File: config.mk
export PLATFORM = sky130hd
export DESIGN_NAME = fetch_queue_flat
export DESIGN_NICKNAME = d
export VERILOG_FILES = /design/src/rtl/fetch_queue_if.sv /design/src/rtl/fetch_queue.sv /design/src/flat_wrapper.sv
export SDC_FILE = /design/constraint.sdc
export NUM_CORES = 1
export LEC_CHECK = 0
export ABC_AREA = 1
export CAP_MARGIN = 30
export CORE_MARGIN = 5
export CORE_UTILIZATION = 49
export DETAILED_ROUTE_END_ITERATION = 6
export PLACE_DENSITY_LB_ADDON = 0.12
export SLEW_MARGIN = 0
export SYNTH_ARGS = -nofsm -noshare
export SYNTH_HDL_FRONTEND = slang
export SYNTH_SLANG_ARGS = --single-unit
File: constraint.sdc
create_clock -name clk -period 2.83 [get_ports clk]
set_input_delay 0.7075 -clock clk [delete_from_list [all_inputs] [get_ports clk]]
set_output_delay 0.7075 -clock clk [all_outputs]
set_load 0.03 [all_outputs]
File: src/rtl/fetch_queue_if.sv
// Bundle of the fetch unit's two handshakes: the instruction memory port and
// the valid/ready instruction stream towards decode. The fetch unit uses the
// master view and the memory/decode side uses the slave view.
interface fetch_queue_if #(
   parameter int XLEN = 32
);
   logic            mem_valid;
   logic            mem_fence;
   logic            mem_instr;
   logic [XLEN-1:0] mem_addr;
   logic            mem_ready;
   logic [XLEN-1:0] mem_rdata;
   logic            y_valid;
   logic            y_ready;
   logic [XLEN-1:0] y_pc;
   logic [XLEN-1:0] y_instr;

   modport master (
      output mem_valid, mem_fence, mem_instr, mem_addr,
      input  mem_ready, mem_rdata,
      output y_valid, y_pc, y_instr,
      input  y_ready
   );

   modport slave (
      input  mem_valid, mem_fence, mem_instr, mem_addr,
      output mem_ready, mem_rdata,
      input  y_valid, y_pc, y_instr,
      output y_ready
   );
endinterface

File: src/rtl/fetch_queue.sv
// Instruction fetch unit with a circular prefetch queue of 16-bit parcels.
// One memory request is outstanding at a time; returned words are split into
// parcels, and the head of the queue is decoded into a 16-bit compressed or
// 32-bit instruction, which may straddle two memory words. Trap, mret, jump
// and fence redirect the stream, flushing the queue and dropping any stale
// response that is still in flight.
module fetch_queue #(
   parameter int              XLEN     = 32,
   parameter int              DEPTH    = 8,
   parameter logic [XLEN-1:0] RESET_PC = 32'h0
) (
   input  logic            clk,
   input  logic            rst,
   input  logic            trap,
   input  logic [XLEN-1:0] mtvec,
   input  logic            mret,
   input  logic [XLEN-1:0] mepc,
   input  logic            jump,
   input  logic [XLEN-1:0] jump_addr,
   input  logic            fence,
   fetch_queue_if.master   bus
);

   localparam int AW = $clog2(DEPTH);

   typedef logic [AW-1:0] ptr_t;
   typedef logic [AW:0]   cnt_t;

   localparam ptr_t            PTR_ONE   = ptr_t'(1);
   localparam cnt_t            ISSUE_MAX = cnt_t'(DEPTH - 2);
   localparam logic [XLEN-1:0] HALF_MASK = {{(XLEN-1){1'b1}}, 1'b0};
   localparam logic [XLEN-1:0] WORD_MASK = {{(XLEN-2){1'b1}}, 2'b00};

   // Queue storage and bookkeeping
   logic [15:0]     parcels [DEPTH];
   ptr_t            rp;
   ptr_t            wp;
   cnt_t            count;
   logic [XLEN-1:0] hpc;
   logic [XLEN-1:0] faddr;
   logic            pending;
   logic            discard;
   logic            skip;
   logic            fence_pend;

   // Registered memory request outputs
   logic            mem_valid_q;
   logic            mem_fence_q;
   logic [XLEN-1:0] mem_addr_q;

   // Per-cycle decisions
   logic            redirect;
   logic [XLEN-1:0] target;
   logic [15:0]     p0;
   logic [15:0]     p1;
   logic            is_long;
   logic            head_valid;
   logic            pop;
   logic            resp;
   logic            push;
   logic            issue;
   cnt_t            push_cnt;
   cnt_t            pop_cnt;
   logic [XLEN-1:0] pop_bytes;

   // Redirect target selection, head decode, and the push/pop/issue decisions
   always_comb begin
      redirect = trap | mret | jump | fence;

      if (trap) begin
         target = mtvec;
      end else if (mret) begin
         target = mepc;
      end else begin
         target = jump_addr;
      end

      p0      = parcels[rp];
      p1      = parcels[rp + PTR_ONE];
      is_long = (p0[1:0] == 2'b11);

      head_valid = ~redirect & (is_long ? (count >= cnt_t'(2)) : (count >= cnt_t'(1)));
      pop        = head_valid & bus.y_ready;
      pop_cnt    = pop ? (is_long ? cnt_t'(2) : cnt_t'(1)) : cnt_t'(0);
      pop_bytes  = is_long ? XLEN'(4) : XLEN'(2);

      resp     = pending & bus.mem_ready;
      push     = resp & ~discard & ~redirect;
      push_cnt = push ? (skip ? cnt_t'(1) : cnt_t'(2)) : cnt_t'(0);

      // A full word must always fit, so stop asking once fewer than two slots remain
      issue = ~pending & ~redirect & (count <= ISSUE_MAX);
   end

   // Queue, request and redirect state; a redirect flushes the queue and wins over any pop
   always_ff @(posedge clk) begin
      if (!rst) begin
         for (int i = 0; i < DEPTH; i++) begin
            parcels[i] <= '0;
         end
         rp          <= '0;
         wp          <= '0;
         count       <= '0;
         hpc         <= RESET_PC;
         faddr       <= RESET_PC & WORD_MASK;
         pending     <= 1'b0;
         discard     <= 1'b0;
         skip        <= RESET_PC[1];
         fence_pend  <= 1'b0;
         mem_valid_q <= 1'b0;
         mem_fence_q <= 1'b0;
         mem_addr_q  <= RESET_PC & WORD_MASK;
      end else begin
         mem_valid_q <= issue;
         mem_fence_q <= issue & fence_pend;
         if (issue) begin
            mem_addr_q <= faddr;
         end

         if (resp) begin
            pending <= 1'b0;
         end else if (issue) begin
            pending <= 1'b1;
         end

         if (resp) begin
            discard <= 1'b0;
         end else if (redirect && pending) begin
            discard <= 1'b1;
         end

         if (push) begin
            if (skip) begin
               parcels[wp] <= bus.mem_rdata[31:16];
            end else begin
               parcels[wp]           <= bus.mem_rdata[15:0];
               parcels[wp + PTR_ONE] <= bus.mem_rdata[31:16];
            end
            wp <= wp + ptr_t'(push_cnt);
         end

         if (redirect) begin
            rp         <= wp;
            count      <= '0;
            hpc        <= target & HALF_MASK;
            faddr      <= target & WORD_MASK;
            skip       <= target[1];
            fence_pend <= fence;
         end else begin
            if (pop) begin
               rp  <= rp + ptr_t'(pop_cnt);
               hpc <= hpc + pop_bytes;
            end
            count <= count + push_cnt - pop_cnt;
            if (push) begin
               skip <= 1'b0;
            end
            if (issue) begin
               faddr      <= faddr + XLEN'(4);
               fence_pend <= 1'b0;
            end
         end
      end
   end

   assign bus.mem_valid = mem_valid_q;
   assign bus.mem_fence = mem_fence_q;
   assign bus.mem_instr = 1'b1;
   assign bus.mem_addr  = mem_addr_q;
   assign bus.y_valid   = head_valid;
   assign bus.y_pc      = hpc;
   assign bus.y_instr   = is_long ? {p1, p0} : {16'h0000, p0};

endmodule

File: src/flat_wrapper.sv
// flat-port wrapper written by rule: the top's interface ports become plain ports
module fetch_queue_flat 
#(
   parameter int              XLEN     = 32,
   parameter int              DEPTH    = 8,
   parameter logic [XLEN-1:0] RESET_PC = 32'h0
)
  (clk, rst, trap, mtvec, mret, mepc, jump, jump_addr, fence, bus_mem_valid, bus_mem_fence, bus_mem_instr, bus_mem_addr, bus_mem_ready, bus_mem_rdata, bus_y_valid, bus_y_pc, bus_y_instr, bus_y_ready);
  fetch_queue_if #(.XLEN(XLEN)) bus_i ();
  input  logic clk;
  input  logic rst;
  input  logic trap;
  input  logic [XLEN-1:0] mtvec;
  input  logic mret;
  input  logic [XLEN-1:0] mepc;
  input  logic jump;
  input  logic [XLEN-1:0] jump_addr;
  input  logic fence;
  output wire logic [$bits(bus_i.mem_valid)-1:0] bus_mem_valid;
  output wire logic [$bits(bus_i.mem_fence)-1:0] bus_mem_fence;
  output wire logic [$bits(bus_i.mem_instr)-1:0] bus_mem_instr;
  output wire logic [$bits(bus_i.mem_addr)-1:0] bus_mem_addr;
  input wire logic [$bits(bus_i.mem_ready)-1:0] bus_mem_ready;
  input wire logic [$bits(bus_i.mem_rdata)-1:0] bus_mem_rdata;
  output wire logic [$bits(bus_i.y_valid)-1:0] bus_y_valid;
  output wire logic [$bits(bus_i.y_pc)-1:0] bus_y_pc;
  output wire logic [$bits(bus_i.y_instr)-1:0] bus_y_instr;
  input wire logic [$bits(bus_i.y_ready)-1:0] bus_y_ready;
  assign bus_mem_valid = bus_i.mem_valid;
  assign bus_mem_fence = bus_i.mem_fence;
  assign bus_mem_instr = bus_i.mem_instr;
  assign bus_mem_addr = bus_i.mem_addr;
  assign bus_i.mem_ready = bus_mem_ready;
  assign bus_i.mem_rdata = bus_mem_rdata;
  assign bus_y_valid = bus_i.y_valid;
  assign bus_y_pc = bus_i.y_pc;
  assign bus_y_instr = bus_i.y_instr;
  assign bus_i.y_ready = bus_y_ready;
  fetch_queue #(.XLEN(XLEN), .DEPTH(DEPTH), .RESET_PC(RESET_PC)) u_core (.clk(clk), .rst(rst), .trap(trap), .mtvec(mtvec), .mret(mret), .mepc(mepc), .jump(jump), .jump_addr(jump_addr), .fence(fence), .bus(bus_i));
endmodule
==> results of run 1 <==
[metrics by stage]
step / hold WS (ns) / setup slack [ns] / instance area, µm² / instances / setup TNS [ns]
detailed placement: 0.4659 / -0.3994 / 17790 / 2573 / -21.20
CTS: 0.4750 / 0.0001612 / 18850 / 2629 / 0
finish: 0.4717 / -0.007418 / 19350 / 2642 / -0.007418
global placement: 0.4536 / -0.3645 / 17790 / 2573 / -10.42
floorplan: 0.4362 / -0.1556 / 14650 / 1967 / -0.3539
global route: 0.4936 / -0.09366 / 19350 / 2642 / -0.9496
[state kept, by name, indices dropped and copies added (netlist names), 3 cells and up, named ones only]
signal / flops
u_core.wp: 3
u_core.faddr: 30
u_core.count: 4
u_core.bus.mem_addr: 30
u_core.rp: 3
u_core.bus.y_pc: 31
u_core.parcels: 128
[placed cells by master (no fill, tap or decap), types with 11 or more instances in the layout]
cell / synthesis / layout
nand2_1: 410 / 403
nor2_1: 217 / 203
clkdlybuf4s50_1: 0 / 194
inv_1: 173 / 170
o21ai_0: 191 / 152
o22ai_1: 129 / 129
edfxtp_1: 128 / 128
a21oi_1: 119 / 116
buf_4: 5 / 115
dfxtp_1: 110 / 107
nand3_1: 81 / 75
o211ai_1: 63 / 63
clkbuf_16: 0 / 34
o21ai_1: 1 / 33
nor3_1: 30 / 29
xor2_1: 29 / 29
a31oi_1: 28 / 26
o21ai_2: 16 / 23
clkinv_1: 18 / 22
buf_12: 0 / 17
o21a_1: 16 / 16
buf_6: 12 / 14
mux2i_1: 14 / 13
nand2_4: 8 / 11
[cell type report]
type | instances | area, µm²
well taps | 390 | 488.0
fillers | 2579 | 10130
clock buffers | 34 | 700.7
inverters | 197 | 742.0
multi-input cells | 1408 | 7488
clock inverters | 13 | 110.1
flip-flops and latches | 238 | 6057
repair buffers | 362 | 3761
[metal layers]
| metal | up-vias | track usage, % | share of wire [%] |
|---|---|---|---|
| li1 | 7280 | - | - |
| met1 | 7050 | 35.85 | 36 |
| met2 | 852 | 54.08 | 50 |
| met3 | 171 | 4.883 | 8.8 |
| met4 | 0 | 13.72 | 5.1 |
| met5 | - | 0 | 0 |
[timing repair]
action / CTS / global route
pin swaps: 3 / 36
endpoints found under the setup margin: 30 / 54
resized for setup: 50 / 109
gates cloned: 4 / 8
buffers inserted: 5 / 5
[worst max-delay path, stage by stage, from the launching register on]
cell	delay [ns]
dfxtp_4	0.37
ha_4	0.35
buf_8	0.17
clkbuf_16	0.18
o211ai_1	0.08
o21ai_1	0.08
nand2_1	0.07
o21ai_1	0.07
nor2_1	0.05
buf_4	0.16
[path summary, 6_finish.rpt]
path / cells past startpoint / slack (ns) / startpoint / endpoint
worst max-delay path: 9 / -0.007 / u_core.rp[0] / bus_y_instr[28]
worst min-delay path: 2 / 0.47 / u_core.bus.mem_addr[2] / u_core.bus.mem_addr[2]
worst max register to register: 17 / 0.11 / register / u_core.count[3]
worst min register to register: 2 / 0.47 / u_core.bus.mem_addr[2] / u_core.bus.mem_addr[2]
[power breakdown]
group / internal [mW] / switching (mW)
sequential: 3.78 / 0.154
combinational: 0.554 / 0.768
clock: 1.84 / 1.43
[cells by family (layout without fill, tap and decap cells)]
family / after synthesis / count (layout) / synth area share (%)
xor gates and xnor gates: 32 / 32 / 1.921
and+or+nand+nor: 772 / 772 / 21.96
other: 2 / 4 / 0.05147
buffers and inverters: 321 / 606 / 9.124
adders and majority gates: 18 / 18 / 1.801
AOI/OAI and AO/OA: 568 / 568 / 22.74
DFF: 238 / 238 / 41.44
muxes: 14 / 14 / 0.9604
==> flow_summary.yaml, run 1 <==
routing:
  drc: 0
  avgRoutedWirePerCell_um: 20.36
  dr.first_iter.drc_count: 1466
  routed_wirelength_um: 53800
  ant_nets: 0
  firstDrtPassIters: 7
  vias_per_cell: 5.811
  via_count: 15350
final_layout:
  areaGrowthSynthToFinish_pct: 32.60
  fin_nets: 2387
  diodes: 0
  post-route-util_pct: 65.63
  drive_gt1_share_pct: 13.37
logic_synthesis:
  yosysMostFrequentCell: "nand2_1"
  synthTopCellsByCount: "nand2_1, nor2_1, o21ai_0"
  synth_area_leaders: "edfxtp_1, dfxtp_1, nand2_1"
  synth_top_area_cell: "edfxtp_1"
  synth_top_cell_area_share_pct: 26.34
  ys_seq_elements: 238
  synth_cell_types: 41
  yosys_warnings: 0
  seq_area_frac_synth_pct: 41.44
  avgSynthCellArea_um2: 7.425
  synthCells: 1965
  ys.flop_type: "edfxtp_1"
  synth_area_um2: 14590
  async_flop_share_pct: 0
  synth_edf_count: 128
global_routing:
  grt_pass1_wl_um: 80810
  grt_overflow: 0
  antenna_found_initial: 0
  first_global_vias: 14990
  grt_start_max_net_pins: 88
  globalRouteTotalUtil_pct: 30.34
floorplanning:
  die_w_um: 182.6
  die_area_um2: 33330
  initial_utilization_pct: 49.49
  coreArea_um2: 29480
  ios: 236
  rows: 63
  fp.dieH_um: 182.6
sta:
  skew_ns: 0.008519
  grt_setup_unrepaired: "true"
  max_freq_ghz: 0.3524
  finalCriticalPeriod_ns: 2.837
  setup-violations-final: 1
  hold_viol: 0
  setup_ws_ns: -0.007418
  period_share_pct: 100.3
  tightest_slew_ns: 0.6254
  drv_slew: 0
  relSlewSlack_pct: 58.13
clock_network:
  clk_latency_ns: 0.54
  cts.sinks: 238
  h-tree-depth: 1
  path_clk_slew_ns: 0.06
  cts_tree: "yes"
  cts_buffers: 26
  cts_root_buf: "clkbuf_16"
  cts_buffer_depth: 3
  cts_hold_buf: 0
place:
  dp_hpwl_um: 36050
  port_buffers: 228
  gp_congestion: 0.9374
power_and_ir_drop:
  p_leak_nw: 7.569
  p_per_area_nw_per_um2: 441.0
  total_power_mw: 8.532
  ir_drop_v: 0.0004776
outcome:
  failed_checks: "setup timing"
  run_status: "complete, but fails checks"
min_path:
  holdCritPathClass: "reg -> reg"
critical_path:
  cp_data_arrival_time_ns: 2.13
  start_kind: "register"
  cp_max_fo: 8
  crit_type: "reg -> out"
  cp.required_ns: 2.12
  cp-end-kind: "primary output"
run:
  max-cap-violations: 0
(Power assumes the default switching activity.)
==> run 2, diff against run 1 <==
- CAP_MARGIN: 30 -> default
- REMOVE_ABC_BUFFERS: default -> 1
==> run 2 against run 1 <==
Net effect:
- the run now ends clean
- worst setup slack better by 0.026 ns
- routed wire length up 0.26%
- highest routed layer is now met5
- core utilization up 1.5 points
- critical path depth up 2
- via count up 1.5%
- register-to-register slack worse by 0.06 ns
==> flow_summary.yaml, run 2 (synthesized netlist as in run 1, its figures left out) <==
clock_network:
  cts_root_buf: "clkbuf_16"
  cts_tree: "yes"
  path_clk_slew_ns: 0.06
  cts.sinks: 238
  cts_hold_buf: 0
  cts_buffer_depth: 3
  clk_latency_ns: 0.55
  h-tree-depth: 1
  cts_buffers: 27
critical_path:
  reg2reg_slack_ns: 0.05
  cp.required_ns: 2.12
  start_kind: "register"
  r2r_cells: 13
  cp-end-kind: "primary output"
  cp_data_arrival_time_ns: 2.10
  cp_max_fo: 5
  crit_type: "reg -> out"
power_and_ir_drop:
  ir_drop_v: 0.0004462
  p_int_mw: 6.528
  switchingPower_mw: 2.373
  p_sw_share_pct: 26.66
  p_leak_nw: 7.785
  total_power_mw: 8.900
  combPwrFrac_pct: 15.0
  p_per_area_nw_per_um2: 449.7
  p_clk_share_pct: 40.8
  seqPwrFrac_pct: 44.2
routing:
  firstDrtPassIters: 5
  routed_wirelength_um: 53940
  avgRoutedWirePerCell_um: 20.20
  ant_nets: 0
  via_count: 15590
  vias_per_cell: 5.838
  dr.first_iter.drc_count: 1578
  drc: 0
global_routing:
  antenna_found_initial: 1
  grt_overflow: 0
  grt_start_max_net_pins: 64
  grt_pass1_wl_um: 80400
  first_global_vias: 14910
  globalRouteTotalUtil_pct: 30.28
sta:
  max_freq_ghz: 0.3556
  hold_viol: 0
  setup-violations-final: 0
  fin_setup_tns_ns: 0
  relSlewSlack_pct: 59.68
  drv_slew: 0
  skew_ns: 0.01622
  finalCriticalPeriod_ns: 2.812
  grt_setup_unrepaired: "true"
  period_share_pct: 99.36
  tightest_slew_ns: 0.6021
place:
  post_dp_cell_area_um2: 17910
  placedCellCount: 2591
  port_buffers: 228
  gp_congestion: 0.9872
  dp_hpwl_um: 36290
final_layout:
  final_common_cell: "nand2_1"
  areaGrowthSynthToFinish_pct: 35.66
  regMostFlops: "u_core.parcels"
  fin_nets: 2413
  diodes: 0
  fin_cells: 2670
  post-route-util_pct: 67.14
  largest_reg_flops: 128
  drive_gt1_share_pct: 15.57
  mostFrequentLayoutCells: "nand2_1, nor2_1, clkdlybuf4s50_1"
  fin_area_um2: 19790
min_path:
  holdCritPathClass: "reg -> reg"
  min_path_cells: 2
floorplanning:
  coreArea_um2: 29480
  rows: 63
  die_w_um: 182.6
  ios: 236
  die_area_um2: 33330
  initial_utilization_pct: 49.49
  fp.dieH_um: 182.6
run:
  max-cap-violations: 0
outcome:
  run_status: "finished clean"
## run 2: area by class of cell
cell class | instances | area, µm²
clock buffer | 37 | 733.2
clock inverter | 13 | 173.9
fill | 2521 | 9688
inverter | 197 | 745.7
multi-input combinational | 1408 | 7587
sequential | 238 | 6056
tap | 390 | 488.0
timing repair buffer | 387 | 4009
## run 2: timing repair
item	4_1_cts	5_1_grt
setup endpoints to repair	45	55
setup buffers	12	8
cloned	5	5
resized for setup	106	124
pin swaps	8	34
## run 2: critical path: stages (launching register included)
cell and delay [ns]:
dfxtp_4 0.37, buf_6 0.14, nand2_2 0.07, nand3_2 0.07, nand2_2 0.09, nand2_2 0.07
nand2_4 0.11, nand2_8 0.10, buf_4 0.16, buf_4 0.13, nor2_4 0.12, buf_6 0.15
## run 2: metal layers
layer	up-vias	track usage (%)	share of wire (%)
met3	183	5.980	9.5
met1	7177	34.56	36
met2	904	55.21	50
li1	7321	-	-
met4	2	12.37	5.2
met5	-	0	0.022
## run 2: power by group through the flow
| stage | logic, mW | registers [mW] | clock network, mW |
|---|---|---|---|
| 6_report | 1.34 | 3.94 | 3.63 |
| 5_1_grt | 1.44 | 3.95 | 3.79 |
| 4_1_cts | 1.31 | 3.93 | 3.65 |
| 3_5_place_dp | 1.29 | 4.00 | 0 |
| 3_3_place_gp | 1.27 | 4.00 | 0 |
| 2_1_floorplan | 0.525 | 4.06 | 0 |
## run 2: final timing paths
path	end	start
worst max-delay path	bus_y_instr[27]	register
worst max register to register	u_core.count[2]	register
worst min register to register	u_core.fence_pend	u_core.fence_pend
worst min-delay path	u_core.fence_pend	u_core.fence_pend
## run 2: stage by stage
step	hold WS (ns)	setup WS [ns]
floorplan	0.4362	-2.319
global placement	0.4507	-0.4219
detailed placement	0.4545	-0.4313
CTS	0.4624	0.001401
global route	0.4789	-0.08373
finish	0.4642	0.01814
